File: config.mk
export PLATFORM = sky130hd
export DESIGN_NAME = obi_manager_flat
export DESIGN_NICKNAME = d
export VERILOG_FILES = /design/src/rtl/obi_manager_if.sv /design/src/rtl/obi_manager.sv /design/src/flat_wrapper.sv
export SDC_FILE = /design/constraint.sdc
export NUM_CORES = 1
export LEC_CHECK = 0
export ABC_CLOCK_PERIOD_IN_PS = 1600
export CAP_MARGIN = 20
export CORE_UTILIZATION = 35
export DETAILED_ROUTE_END_ITERATION = 6
export PLACE_DENSITY = 0.69
export RECOVER_POWER = 100
export SYNTH_ARGS = -nofsm -noshare
export SYNTH_HDL_FRONTEND = slang
export SYNTH_SLANG_ARGS = --single-unit
File: constraint.sdc
create_clock -name clk_i -period 1.6 [get_ports clk_i]
set_input_delay 0.32 -clock clk_i [delete_from_list [all_inputs] [get_ports clk_i]]
set_output_delay 0.32 -clock clk_i [all_outputs]
set_load 0.01 [all_outputs]
File: src/rtl/obi_manager_if.sv
// rtl/obi_manager_if.sv - command/response and OBI A/R-channel bundle for obi_manager
interface obi_manager_if #(
  parameter int ADDR_WIDTH = 32,
  parameter int DATA_WIDTH = 32
);
  logic                    cmd_valid_i;
  logic                    cmd_ready_o;
  logic [ADDR_WIDTH-1:0]   cmd_addr_i;
  logic                    cmd_we_i;
  logic [DATA_WIDTH/8-1:0] cmd_be_i;
  logic [DATA_WIDTH-1:0]   cmd_wdata_i;

  logic                    rsp_valid_o;
  logic                    rsp_ready_i;
  logic [DATA_WIDTH-1:0]   rsp_rdata_o;
  logic                    rsp_err_o;

  logic                    obi_req_o;
  logic                    obi_gnt_i;
  logic [ADDR_WIDTH-1:0]   obi_addr_o;
  logic                    obi_we_o;
  logic [DATA_WIDTH/8-1:0] obi_be_o;
  logic [DATA_WIDTH-1:0]   obi_wdata_o;

  logic                    obi_rvalid_i;
  logic                    obi_rready_o;
  logic [DATA_WIDTH-1:0]   obi_rdata_i;
  logic                    obi_err_i;

  modport master (
    input  cmd_valid_i, cmd_addr_i, cmd_we_i, cmd_be_i, cmd_wdata_i,
    output cmd_ready_o,
    output rsp_valid_o, rsp_rdata_o, rsp_err_o,
    input  rsp_ready_i,
    output obi_req_o, obi_addr_o, obi_we_o, obi_be_o, obi_wdata_o,
    input  obi_gnt_i,
    input  obi_rvalid_i, obi_rdata_i, obi_err_i,
    output obi_rready_o
  );

  modport slave (
    output cmd_valid_i, cmd_addr_i, cmd_we_i, cmd_be_i, cmd_wdata_i,
    input  cmd_ready_o,
    input  rsp_valid_o, rsp_rdata_o, rsp_err_o,
    output rsp_ready_i,
    input  obi_req_o, obi_addr_o, obi_we_o, obi_be_o, obi_wdata_o,
    output obi_gnt_i,
    output obi_rvalid_i, obi_rdata_i, obi_err_i,
    input  obi_rready_o
  );
endinterface

File: src/rtl/obi_manager.sv
// rtl/obi_manager.sv - single-outstanding OBI manager; optional response watchdog under OBI_MGR_TIMEOUT_EN
module obi_manager #(
  parameter int ADDR_WIDTH     = 32,
  parameter int DATA_WIDTH     = 32,
  parameter int TIMEOUT_CYCLES = 255
) (
  input logic          clk_i,
  input logic          reset_ni,
  obi_manager_if.master bus
);
  localparam int BE_WIDTH = DATA_WIDTH / 8;

  if (!(ADDR_WIDTH == 32 || ADDR_WIDTH == 64)) begin : g_bad_addr_width
    $error("obi_manager: ADDR_WIDTH must be 32 or 64");
  end
  if (!(DATA_WIDTH == 32 || DATA_WIDTH == 64)) begin : g_bad_data_width
    $error("obi_manager: DATA_WIDTH must be 32 or 64");
  end
  if (TIMEOUT_CYCLES < 1 || TIMEOUT_CYCLES > 65535) begin : g_bad_timeout
    $error("obi_manager: TIMEOUT_CYCLES must be 1..65535");
  end

  typedef enum logic [1:0] {
    IDLE  = 2'd0,
    REQ   = 2'd1,
`ifdef OBI_MGR_TIMEOUT_EN
    RESP  = 2'd2,
    DRAIN = 2'd3
`else
    RESP  = 2'd2
`endif
  } state_t;

  state_t state_q, state_d;

  logic [ADDR_WIDTH-1:0] addr_q;
  logic                  we_q;
  logic [BE_WIDTH-1:0]   be_q;
  logic [DATA_WIDTH-1:0] wdata_q;

  logic                  rsp_valid_q;
  logic [DATA_WIDTH-1:0] rsp_rdata_q;
  logic                  rsp_err_q;

  logic cmd_ready;
  logic cmd_fire;
  logic obi_req;
  logic obi_rready;
  logic rsp_capture;

`ifdef OBI_MGR_TIMEOUT_EN
  localparam logic [15:0] TIMEOUT_LAST = 16'(TIMEOUT_CYCLES - 1);
  logic [15:0] cnt_q;
  logic        timeout_hit;
`endif

  always_ff @(posedge clk_i or negedge reset_ni) begin
    if (!reset_ni) state_q <= IDLE;
    else           state_q <= state_d;
  end

  always_comb begin
    state_d     = state_q;
    cmd_ready   = 1'b0;
    cmd_fire    = 1'b0;
    obi_req     = 1'b0;
    obi_rready  = 1'b0;
    rsp_capture = 1'b0;
`ifdef OBI_MGR_TIMEOUT_EN
    timeout_hit = 1'b0;
`endif
    case (state_q)
      IDLE: begin
        // A pending response may retire in the same cycle a new command is taken.
        cmd_ready = !rsp_valid_q || bus.rsp_ready_i;
        cmd_fire  = bus.cmd_valid_i && cmd_ready;
        if (cmd_fire) state_d = REQ;
      end
      REQ: begin
        obi_req = 1'b1;
        if (bus.obi_gnt_i) state_d = RESP;
      end
      RESP: begin
        obi_rready = 1'b1;
        if (bus.obi_rvalid_i) begin
          rsp_capture = 1'b1;
          state_d     = IDLE;
        end
`ifdef OBI_MGR_TIMEOUT_EN
        else if (cnt_q == TIMEOUT_LAST) begin
          timeout_hit = 1'b1;
          state_d     = DRAIN;
        end
`endif
      end
`ifdef OBI_MGR_TIMEOUT_EN
      DRAIN: begin
        // The subordinate still owes one beat; swallow it before accepting new work.
        obi_rready = 1'b1;
        if (bus.obi_rvalid_i) state_d = IDLE;
      end
`endif
      default: state_d = IDLE;
    endcase
  end

  always_ff @(posedge clk_i or negedge reset_ni) begin
    if (!reset_ni) begin
      addr_q  <= '0;
      we_q    <= 1'b0;
      be_q    <= '0;
      wdata_q <= '0;
    end else if (cmd_fire) begin
      addr_q  <= bus.cmd_addr_i;
      we_q    <= bus.cmd_we_i;
      be_q    <= bus.cmd_be_i;
      wdata_q <= bus.cmd_wdata_i;
    end
  end

  always_ff @(posedge clk_i or negedge reset_ni) begin
    if (!reset_ni) begin
      rsp_valid_q <= 1'b0;
      rsp_rdata_q <= '0;
      rsp_err_q   <= 1'b0;
    end else if (rsp_capture) begin
      rsp_valid_q <= 1'b1;
      rsp_rdata_q <= bus.obi_rdata_i;
      rsp_err_q   <= bus.obi_err_i;
    end
`ifdef OBI_MGR_TIMEOUT_EN
    else if (timeout_hit) begin
      rsp_valid_q <= 1'b1;
      rsp_rdata_q <= '0;
      rsp_err_q   <= 1'b1;
    end
`endif
    else if (rsp_valid_q && bus.rsp_ready_i) begin
      rsp_valid_q <= 1'b0;
    end
  end

`ifdef OBI_MGR_TIMEOUT_EN
  always_ff @(posedge clk_i or negedge reset_ni) begin
    if (!reset_ni)                                    cnt_q <= '0;
    else if (state_q == RESP && !bus.obi_rvalid_i)    cnt_q <= 16'(cnt_q + 16'd1);
    else                                              cnt_q <= '0;
  end
`endif

  assign bus.cmd_ready_o  = cmd_ready;
  assign bus.rsp_valid_o  = rsp_valid_q;
  assign bus.rsp_rdata_o  = rsp_rdata_q;
  assign bus.rsp_err_o    = rsp_err_q;

  // A-channel payload is zeroed whenever no request is outstanding.
  assign bus.obi_req_o    = obi_req;
  assign bus.obi_addr_o   = obi_req ? addr_q  : '0;
  assign bus.obi_we_o     = obi_req ? we_q    : 1'b0;
  assign bus.obi_be_o     = obi_req ? be_q    : '0;
  assign bus.obi_wdata_o  = obi_req ? wdata_q : '0;
  assign bus.obi_rready_o = obi_rready;
endmodule

File: src/flat_wrapper.sv
// flat-port wrapper written by rule: the top's interface ports become plain ports
module obi_manager_flat 
#(
  parameter int ADDR_WIDTH     = 32,
  parameter int DATA_WIDTH     = 32,
  parameter int TIMEOUT_CYCLES = 255
)
  (clk_i, reset_ni, bus_cmd_valid_i, bus_cmd_addr_i, bus_cmd_we_i, bus_cmd_be_i, bus_cmd_wdata_i, bus_cmd_ready_o, bus_rsp_valid_o, bus_rsp_rdata_o, bus_rsp_err_o, bus_rsp_ready_i, bus_obi_req_o, bus_obi_addr_o, bus_obi_we_o, bus_obi_be_o, bus_obi_wdata_o, bus_obi_gnt_i, bus_obi_rvalid_i, bus_obi_rdata_i, bus_obi_err_i, bus_obi_rready_o);
  obi_manager_if #(.ADDR_WIDTH(ADDR_WIDTH), .DATA_WIDTH(DATA_WIDTH)) bus_i ();
  input logic clk_i;
  input logic reset_ni;
  input wire logic [$bits(bus_i.cmd_valid_i)-1:0] bus_cmd_valid_i;
  input wire logic [$bits(bus_i.cmd_addr_i)-1:0] bus_cmd_addr_i;
  input wire logic [$bits(bus_i.cmd_we_i)-1:0] bus_cmd_we_i;
  input wire logic [$bits(bus_i.cmd_be_i)-1:0] bus_cmd_be_i;
  input wire logic [$bits(bus_i.cmd_wdata_i)-1:0] bus_cmd_wdata_i;
  output wire logic [$bits(bus_i.cmd_ready_o)-1:0] bus_cmd_ready_o;
  output wire logic [$bits(bus_i.rsp_valid_o)-1:0] bus_rsp_valid_o;
  output wire logic [$bits(bus_i.rsp_rdata_o)-1:0] bus_rsp_rdata_o;
  output wire logic [$bits(bus_i.rsp_err_o)-1:0] bus_rsp_err_o;
  input wire logic [$bits(bus_i.rsp_ready_i)-1:0] bus_rsp_ready_i;
  output wire logic [$bits(bus_i.obi_req_o)-1:0] bus_obi_req_o;
  output wire logic [$bits(bus_i.obi_addr_o)-1:0] bus_obi_addr_o;
  output wire logic [$bits(bus_i.obi_we_o)-1:0] bus_obi_we_o;
  output wire logic [$bits(bus_i.obi_be_o)-1:0] bus_obi_be_o;
  output wire logic [$bits(bus_i.obi_wdata_o)-1:0] bus_obi_wdata_o;
  input wire logic [$bits(bus_i.obi_gnt_i)-1:0] bus_obi_gnt_i;
  input wire logic [$bits(bus_i.obi_rvalid_i)-1:0] bus_obi_rvalid_i;
  input wire logic [$bits(bus_i.obi_rdata_i)-1:0] bus_obi_rdata_i;
  input wire logic [$bits(bus_i.obi_err_i)-1:0] bus_obi_err_i;
  output wire logic [$bits(bus_i.obi_rready_o)-1:0] bus_obi_rready_o;
  assign bus_i.cmd_valid_i = bus_cmd_valid_i;
  assign bus_i.cmd_addr_i = bus_cmd_addr_i;
  assign bus_i.cmd_we_i = bus_cmd_we_i;
  assign bus_i.cmd_be_i = bus_cmd_be_i;
  assign bus_i.cmd_wdata_i = bus_cmd_wdata_i;
  assign bus_cmd_ready_o = bus_i.cmd_ready_o;
  assign bus_rsp_valid_o = bus_i.rsp_valid_o;
  assign bus_rsp_rdata_o = bus_i.rsp_rdata_o;
  assign bus_rsp_err_o = bus_i.rsp_err_o;
  assign bus_i.rsp_ready_i = bus_rsp_ready_i;
  assign bus_obi_req_o = bus_i.obi_req_o;
  assign bus_obi_addr_o = bus_i.obi_addr_o;
  assign bus_obi_we_o = bus_i.obi_we_o;
  assign bus_obi_be_o = bus_i.obi_be_o;
  assign bus_obi_wdata_o = bus_i.obi_wdata_o;
  assign bus_i.obi_gnt_i = bus_obi_gnt_i;
  assign bus_i.obi_rvalid_i = bus_obi_rvalid_i;
  assign bus_i.obi_rdata_i = bus_obi_rdata_i;
  assign bus_i.obi_err_i = bus_obi_err_i;
  assign bus_obi_rready_o = bus_i.obi_rready_o;
  obi_manager #(.ADDR_WIDTH(ADDR_WIDTH), .DATA_WIDTH(DATA_WIDTH), .TIMEOUT_CYCLES(TIMEOUT_CYCLES)) u_core (.clk_i(clk_i), .reset_ni(reset_ni), .bus(bus_i));
endmodule
==> results of run 1 <==
## cells in the final DEF (no fill, tap or decap), types with 2 or more instances in the layout
cell type,synthesis,routed
buf_6,10,64
clkbuf_16,0,12
buf_12,0,10
clkdlybuf4s50_1,0,124
nand3_4,1,2
dlygate4sd2_1,0,3
nand2b_1,2,2
nand2_1,2,2
clkbuf_8,0,4
buf_4,0,8
buf_16,0,8
clkbuf_1,6,2
and2_4,0,54
mux2_4,98,98
clkbuf_2,0,5
dfrtp_1,105,105
and2_1,70,16
buf_2,2,17
clkdlybuf4s25_1,0,11
mux2_2,4,4
## sequential cells by signal (all words and copies together), names as in the netlist
name / cells
u_core.addr_q: 32
u_core.be_q: 4
u_core.bus.rsp_err_o: 1
u_core.bus.rsp_rdata_o: 32
u_core.bus.rsp_valid_o: 1
u_core.state_q: 2
u_core.wdata_q: 32
u_core.we_q: 1
## per-stage QoR
stage | std cells | hold WS (ns)
floorplan | 306 | 0.0244
global placement | 696 | 0.237
detailed placement | 696 | 0.237
CTS | 729 | 0.416
global route | 737 | 0.518
finish | 737 | 0.503
## layout make-up
class | count | area, µm² | area share [%]
clock buffer | 12 | 267 | 3.26
timing repair buffer | 258 | 2810 | 34.4
multi-input combinational | 183 | 2200 | 26.9
tap | 176 | 220 | 2.70
clock inverter | 2 | 37.5 | 0.460
inverter | 1 | 3.75 | 0.0460
sequential | 105 | 2630 | 32.2
## path summary, 6_finish.rpt
| check | startpoint | endpoint | slack (ns) |
|---|---|---|---|
| setup / recovery | u_core.state_q[1] | bus_obi_addr_o[26] | -0.26 |
| hold / removal | u_core.bus.rsp_rdata_o[31] | u_core.bus.rsp_rdata_o[31] | 0.50 |
| setup reg to reg | u_core.state_q[1] | u_core.wdata_q[26] | -0.12 |
| hold reg to reg | u_core.bus.rsp_rdata_o[31] | u_core.bus.rsp_rdata_o[31] | 0.50 |
| min in group asynchronous | reset_ni | u_core.addr_q[4] | 0.51 |
| max in group asynchronous | reset_ni | u_core.wdata_q[7] | 0.29 |
## timing repair
action,4_1_cts,5_1_grt
gates cloned,9,6
endpoints found under the setup margin,120,142
setup buffers,12,4
hold endpoints to repair,20,0
pin swaps,37,11
resized for setup,379,63
hold buffers,1,0
## report_power, final
part | total (mW) | internal, mW | switching (mW)
Combinational | 9.52 | 6.34 | 3.18
Clock | 2.27 | 1.32 | 0.940
Sequential | 4.82 | 4.02 | 0.799
## worst max-delay path, stage by stage, from the launching register on
cell and delay (ns):
dfrtp_1 0.41, nor2b_4 0.18, buf_12 0.13, buf_12 0.13
buf_16 0.12, and2_4 0.13, buf_6 0.10
## kinds of logic (layout without fill, tap and decap cells)
group           count (synthesis)  in the layout
buf+inv                        19            273
flops                         105            105
compound gates                  1              1
mux                           102            102
simple gates                   79             80
## layer usage
| metal | part of all wire, % | track usage, % | routed length (µm) | vias up |
|---|---|---|---|---|
| met5 | 0 | 0 | 0 | - |
| met4 | 1.4 | 6.80 | 187 | 0 |
| met3 | 6.5 | 5.08 | 844 | 12 |
| met2 | 48 | 27.9 | 6210 | 118 |
| met1 | 44 | 22.5 | 5730 | 1674 |
| li1 | - | - | - | 1531 |
==> metrics.cfg, run 1 <==
[power_and_ir_drop]
power_density_nw_per_um2 = 2030
ir_drop_mv = 0.921
leakage_nw = 3.97
design_power_total_mw = 16.6

[sta]
max_slew_margin_pct = 62.6
slew_violations = 0
finalCriticalPeriod_ns = 1.86
final-hold-violation-count = 0
finalCritPeriodShare_pct = 116
rsz0062_at_grt = yes
fin_worst_skew_ns = 0.00587
finalWorstSetupSlack_ns = -0.260
final-setup-viol-count = 147
fmax_ghz = 0.538
setup_tns_ns = -18.28
worstMarginPinSlew_ns = 0.561

[synthesis]
mappedNetlistArea_um2 = 4810
synthSimpleGateAreaFrac_pct = 10.7
synth-compound-area-share_pct = 0.182
synth_top_family_by_area = multiplexers
syn_inst = 306
syn_avg_cell_area_um2 = 15.7
ys_ff_latch = 105
yosys.area.top_type_share_pct = 54.6
synth_xor_area_share_pct = 0
yosys.area.top_type = dfrtp_1
syn-num-nets = 414
ys_async_sr_fraction_pct = 100
netlist_top_cells_area = dfrtp_1, mux2_4, and2_1
synth.yosys.warnings = 0
ys_top_cells_by_count = dfrtp_1, mux2_4, and2_1
yosys.area_share.adder_pct = 0
ys_types = 16
ys.flop_type = dfrtp_1
synth.area.mux_share_pct = 31.5
ys_seq_area_share_pct = 54.6
post-synth-top-count-cell = dfrtp_1
synth_edf_count = 0

[floorplan]
rows = 42
die_area_um2 = 14200
die_width_um = 119
die-height_um = 119
coreArea_um2 = 13300
start_util_pct = 36.1
boundaryPins = 214

[placement]
dp_hpwl_um = 7980
postPlaceCellArea_um2 = 7270
gp_congestion = 0.712
numPortBuffers = 213
post-place-ws_ns = -0.284

[detailed_routing]
drt_iter0_drc = 81
vias_per_cell = 4.53
num_vias = 3335
drc = 0
wire_per_inst_um = 17.6
dr.pass1.iters = 4
wirelength_um = 13000
ant_nets = 0

[setup_path]
rr_worst_depth = 7
worstSetupEndpointType = output pin
cp.required_ns = 1.28
startpoint_type = register
arrival_ns = 1.54
crit_fanout = 5
critPathKind = register to output pin

[global_route]
grt_max_degree = 45
grt_antenna_before_repair = 0
grt_pass1_vias = 3605
track_usage_pct = 17.6
grt_overflow = 0
grt_pass1_wl_um = 19100

[clock_network]
cts_root_buffer = clkbuf_16
numCtsBuffers = 9
cts_tree = done
cts.clk_slew.worst_paths_ns = 0.06
clock_path_buffers = 2
h-tree-depth = 3
cts.sinks = 105
clk-insertion-delay-late_ns = 0.34

[hold_path]
worstHoldPathCells = 1
hold_class = register to register

[layout]
final_area_um2 = 8160
final_core_util_pct = 61.2
diodes = 0
nFillCells = 1038
synthToLayoutAreaGrowth_pct = 69.6
nets = 666
drive_above_1_share_pct = 52.2

[job]
drv_cap = 0

[run_status]
violations = negative setup slack
outcome = finished, violations left

Note: power is estimated with default switching activity, not from simulation.
==> run 2, diff against run 1 <==
--- a/config.mk
+++ b/config.mk
@@ -5,7 +5,7 @@
 export SDC_FILE = /design/constraint.sdc
 export NUM_CORES = 1
 export LEC_CHECK = 0
-export ABC_CLOCK_PERIOD_IN_PS = 1600
+export ABC_CLOCK_PERIOD_IN_PS = 2200
 export CAP_MARGIN = 20
 export CORE_UTILIZATION = 35
 export DETAILED_ROUTE_END_ITERATION = 6
@@ -14,3 +14,4 @@
 export SYNTH_ARGS = -nofsm -noshare
 export SYNTH_HDL_FRONTEND = slang
 export SYNTH_SLANG_ARGS = --single-unit
+export TNS_END_PERCENT = 20
==> constraint.sdc (replaced) <==
create_clock -name clk_i -period 2.2 [get_ports clk_i]
set_input_delay 0.44 -clock clk_i [delete_from_list [all_inputs] [get_ports clk_i]]
set_output_delay 0.44 -clock clk_i [all_outputs]
set_load 0.01 [all_outputs]
==> metrics.cfg, run 2 (synthesized netlist as in run 1, its figures left out) <==
[run_status]
outcome = complete, no violations

[clock_network]
cts_tree = done
cts.clk_slew.worst_paths_ns = 0.07  ; about the same
clock_path_buffers = 2  ; unchanged
cts_root_buffer = clkbuf_16
ctsHoldBuffers = 0  ; -1
clk-insertion-delay-late_ns = 0.35  ; about the same
numCtsBuffers = 9  ; unchanged
cts.sinks = 105  ; unchanged
h-tree-depth = 3  ; unchanged

[layout]
drive_above_1_share_pct = 26.0  ; -26 points
synthToLayoutAreaGrowth_pct = 55.5
nFillCells = 1127  ; +8.6%
multi_input_area_um2 = 2040  ; -7.1%
nets = 638  ; -4.2%
final_core_util_pct = 56.1  ; -5.1 points
final_common_cell = clkdlybuf4s50_1
most-common-layout-cells = clkdlybuf4s50_1, dfrtp_1, mux2_4, and2_1, dlygate4sd2_1
ff_latch_area_um2 = 2630  ; about the same
diodes = 0  ; unchanged

[setup_path]
max_stage_delay_ns = 0.45  ; +0.04 ns
rr_worst_depth = 4  ; -3
arrival_ns = 1.69  ; +0.15 ns
crit_fanout = 18  ; +13
timing.rr.end = u_core.bus.rsp_rdata_o[1]
crit_buf_inv = 3  ; -1
worstSetupEndpointType = output pin
cp.required_ns = 1.76  ; +0.48 ns
r2r_setup_slack_ns = 0.54  ; +0.66 ns
r2r_start = u_core.state_q[1]
critPathKind = register to output pin
crit_chain = nor2b_4 > buf_12 > clkbuf_16 > and2_1 > dlygate4sd2_1
startpoint_type = register
slowest_stage = dfrtp_2
cp_top_family = buffers and inverters

[global_route]
use_met2_pct = 26.9  ; -1.0 points
track_usage_pct = 16.4  ; -1.1 points
grt_pass1_wl_um = 17900  ; -6.3%
grt_max_degree = 53  ; +18%
met1_usage_pct = 19.8  ; -2.8 points
grt_overflow = 0  ; unchanged
busiest_layer = met2
grt_antenna_before_repair = 0  ; unchanged
grt_pass1_vias = 3384  ; -6.1%
grt_use_met3_pct = 6.85  ; +1.8 points

[power_and_ir_drop]
power_density_nw_per_um2 = 1370  ; -33%
leakage_nw = 3.67  ; -7.4%
ir_drop_mv = 0.922  ; about the same
design_power_total_mw = 10.2  ; -38%

[floorplan]
rows = 42  ; unchanged
die-height_um = 119  ; unchanged
die_width_um = 119  ; unchanged
coreArea_um2 = 13300  ; unchanged
die_area_um2 = 14200  ; unchanged
start_util_pct = 36.1  ; unchanged
boundaryPins = 214  ; unchanged

[detailed_routing]
wire_per_inst_um = 16.0  ; -8.9%
dr.pass1.iters = 4  ; unchanged
num_vias = 3122  ; -6.4%
drt_iter0_drc = 85  ; +4.9%
ant_nets = 0  ; unchanged
drc = 0  ; unchanged
wirelength_um = 11400  ; -12%
vias_per_cell = 4.39  ; -3.0%

[sta]
worstMarginPinSlew_ns = 1.31  ; +0.747 ns
slew_violations = 0  ; unchanged
finalWorstSetupSlack_ns = 0.0731  ; +0.333 ns
final-setup-viol-count = 0  ; -100%
final-hold-violation-count = 0  ; unchanged
finalCriticalPeriod_ns = 2.13
fmax_ghz = 0.470
fin_worst_skew_ns = 0.00414  ; -0.00172 ns
finalCritPeriodShare_pct = 96.7
max_slew_margin_pct = 12.8  ; -50 points

[job]
drv_cap = 0  ; unchanged

[placement]
gp_congestion = 0.705  ; -0.93%
numPortBuffers = 213  ; unchanged
dp_hpwl_um = 8100  ; +1.5%
post-place-ws_ns = 0.126  ; +0.410 ns

[hold_path]
hold_class = input pin to asynchronous set/reset pin

-- run 2: changes by cell type in the layout (fill, tap and decap cells not counted), sizes merged, moves of 4 or more --
| cell | previous run | this run |
|---|---|---|
| buf | 108 | 15 |
| dlygate4sd2 | 3 | 47 |
| clkdlybuf4s15 | 0 | 22 |
| clkdlybuf4s50 | 124 | 142 |
| clkdlybuf4s25 | 11 | 0 |
| clkbuf | 23 | 15 |
| clkinv | 0 | 4 |
-- run 2: what timing repair did --
item / 4_1_cts / 5_1_grt
resized for setup: 70 / 24
buffers inserted: 1 / 4
endpoints found under the setup margin: 70 / 1
cloned: 0 / 1
-- run 2: power breakdown --
part	internal, mW	leakage, nW	switching (mW)	total [mW]
combinational	3.42	2.30	1.87	5.29
sequential	2.92	1.24	0.535	3.46
clock	0.795	0.135	0.701	1.50
-- run 2: worst max path at each step --
stage                     cells past startpoint                 end  slack [ns]               from
after floorplan                               4   bus_obi_addr_o[0]        0.69  u_core.state_q[0]
after global placement                        4     bus_cmd_ready_o        0.11    bus_rsp_ready_i
after detailed placement                      4     bus_cmd_ready_o        0.13    bus_rsp_ready_i
after CTS                                     3       bus_obi_req_o      -0.007  u_core.state_q[1]
after global routing                          5  bus_obi_addr_o[14]      -0.005  u_core.state_q[1]
final                                         5  bus_obi_addr_o[23]        0.07  u_core.state_q[1]
-- run 2: final cells by class --
cell class / count / area share, %
Timing Repair Buffer: 231 / 30.9
Multi-Input combinational cell: 182 / 27.3
Tap cell: 176 / 2.94
Sequential cell: 105 / 35.1
Inverter: 1 / 0.0501
Clock inverter: 5 / 0.418
Clock buffer: 11 / 3.24
-- run 2: routing by layer --
layer / routed length (µm) / part of all wire [%] / vias to the layer above
li1: - / - / 1468
met1: 4830 / 42 / 1523
met2: 5550 / 49 / 121
met3: 889 / 7.8 / 10
met4: 129 / 1.1 / 0
met5: 0 / 0 / -
-- run 2: through the flow --
step,TNS [ns],cells,cell area [µm²],hold slack [ns]
floorplan,0,306,4810,0.144
global placement,0,689,7200,0.415
detailed placement,0,689,7200,0.419
CTS,-0.00685,706,7400,0.0314
global route,-0.0143,711,7490,0.0423
finish,0,711,7490,0.0170
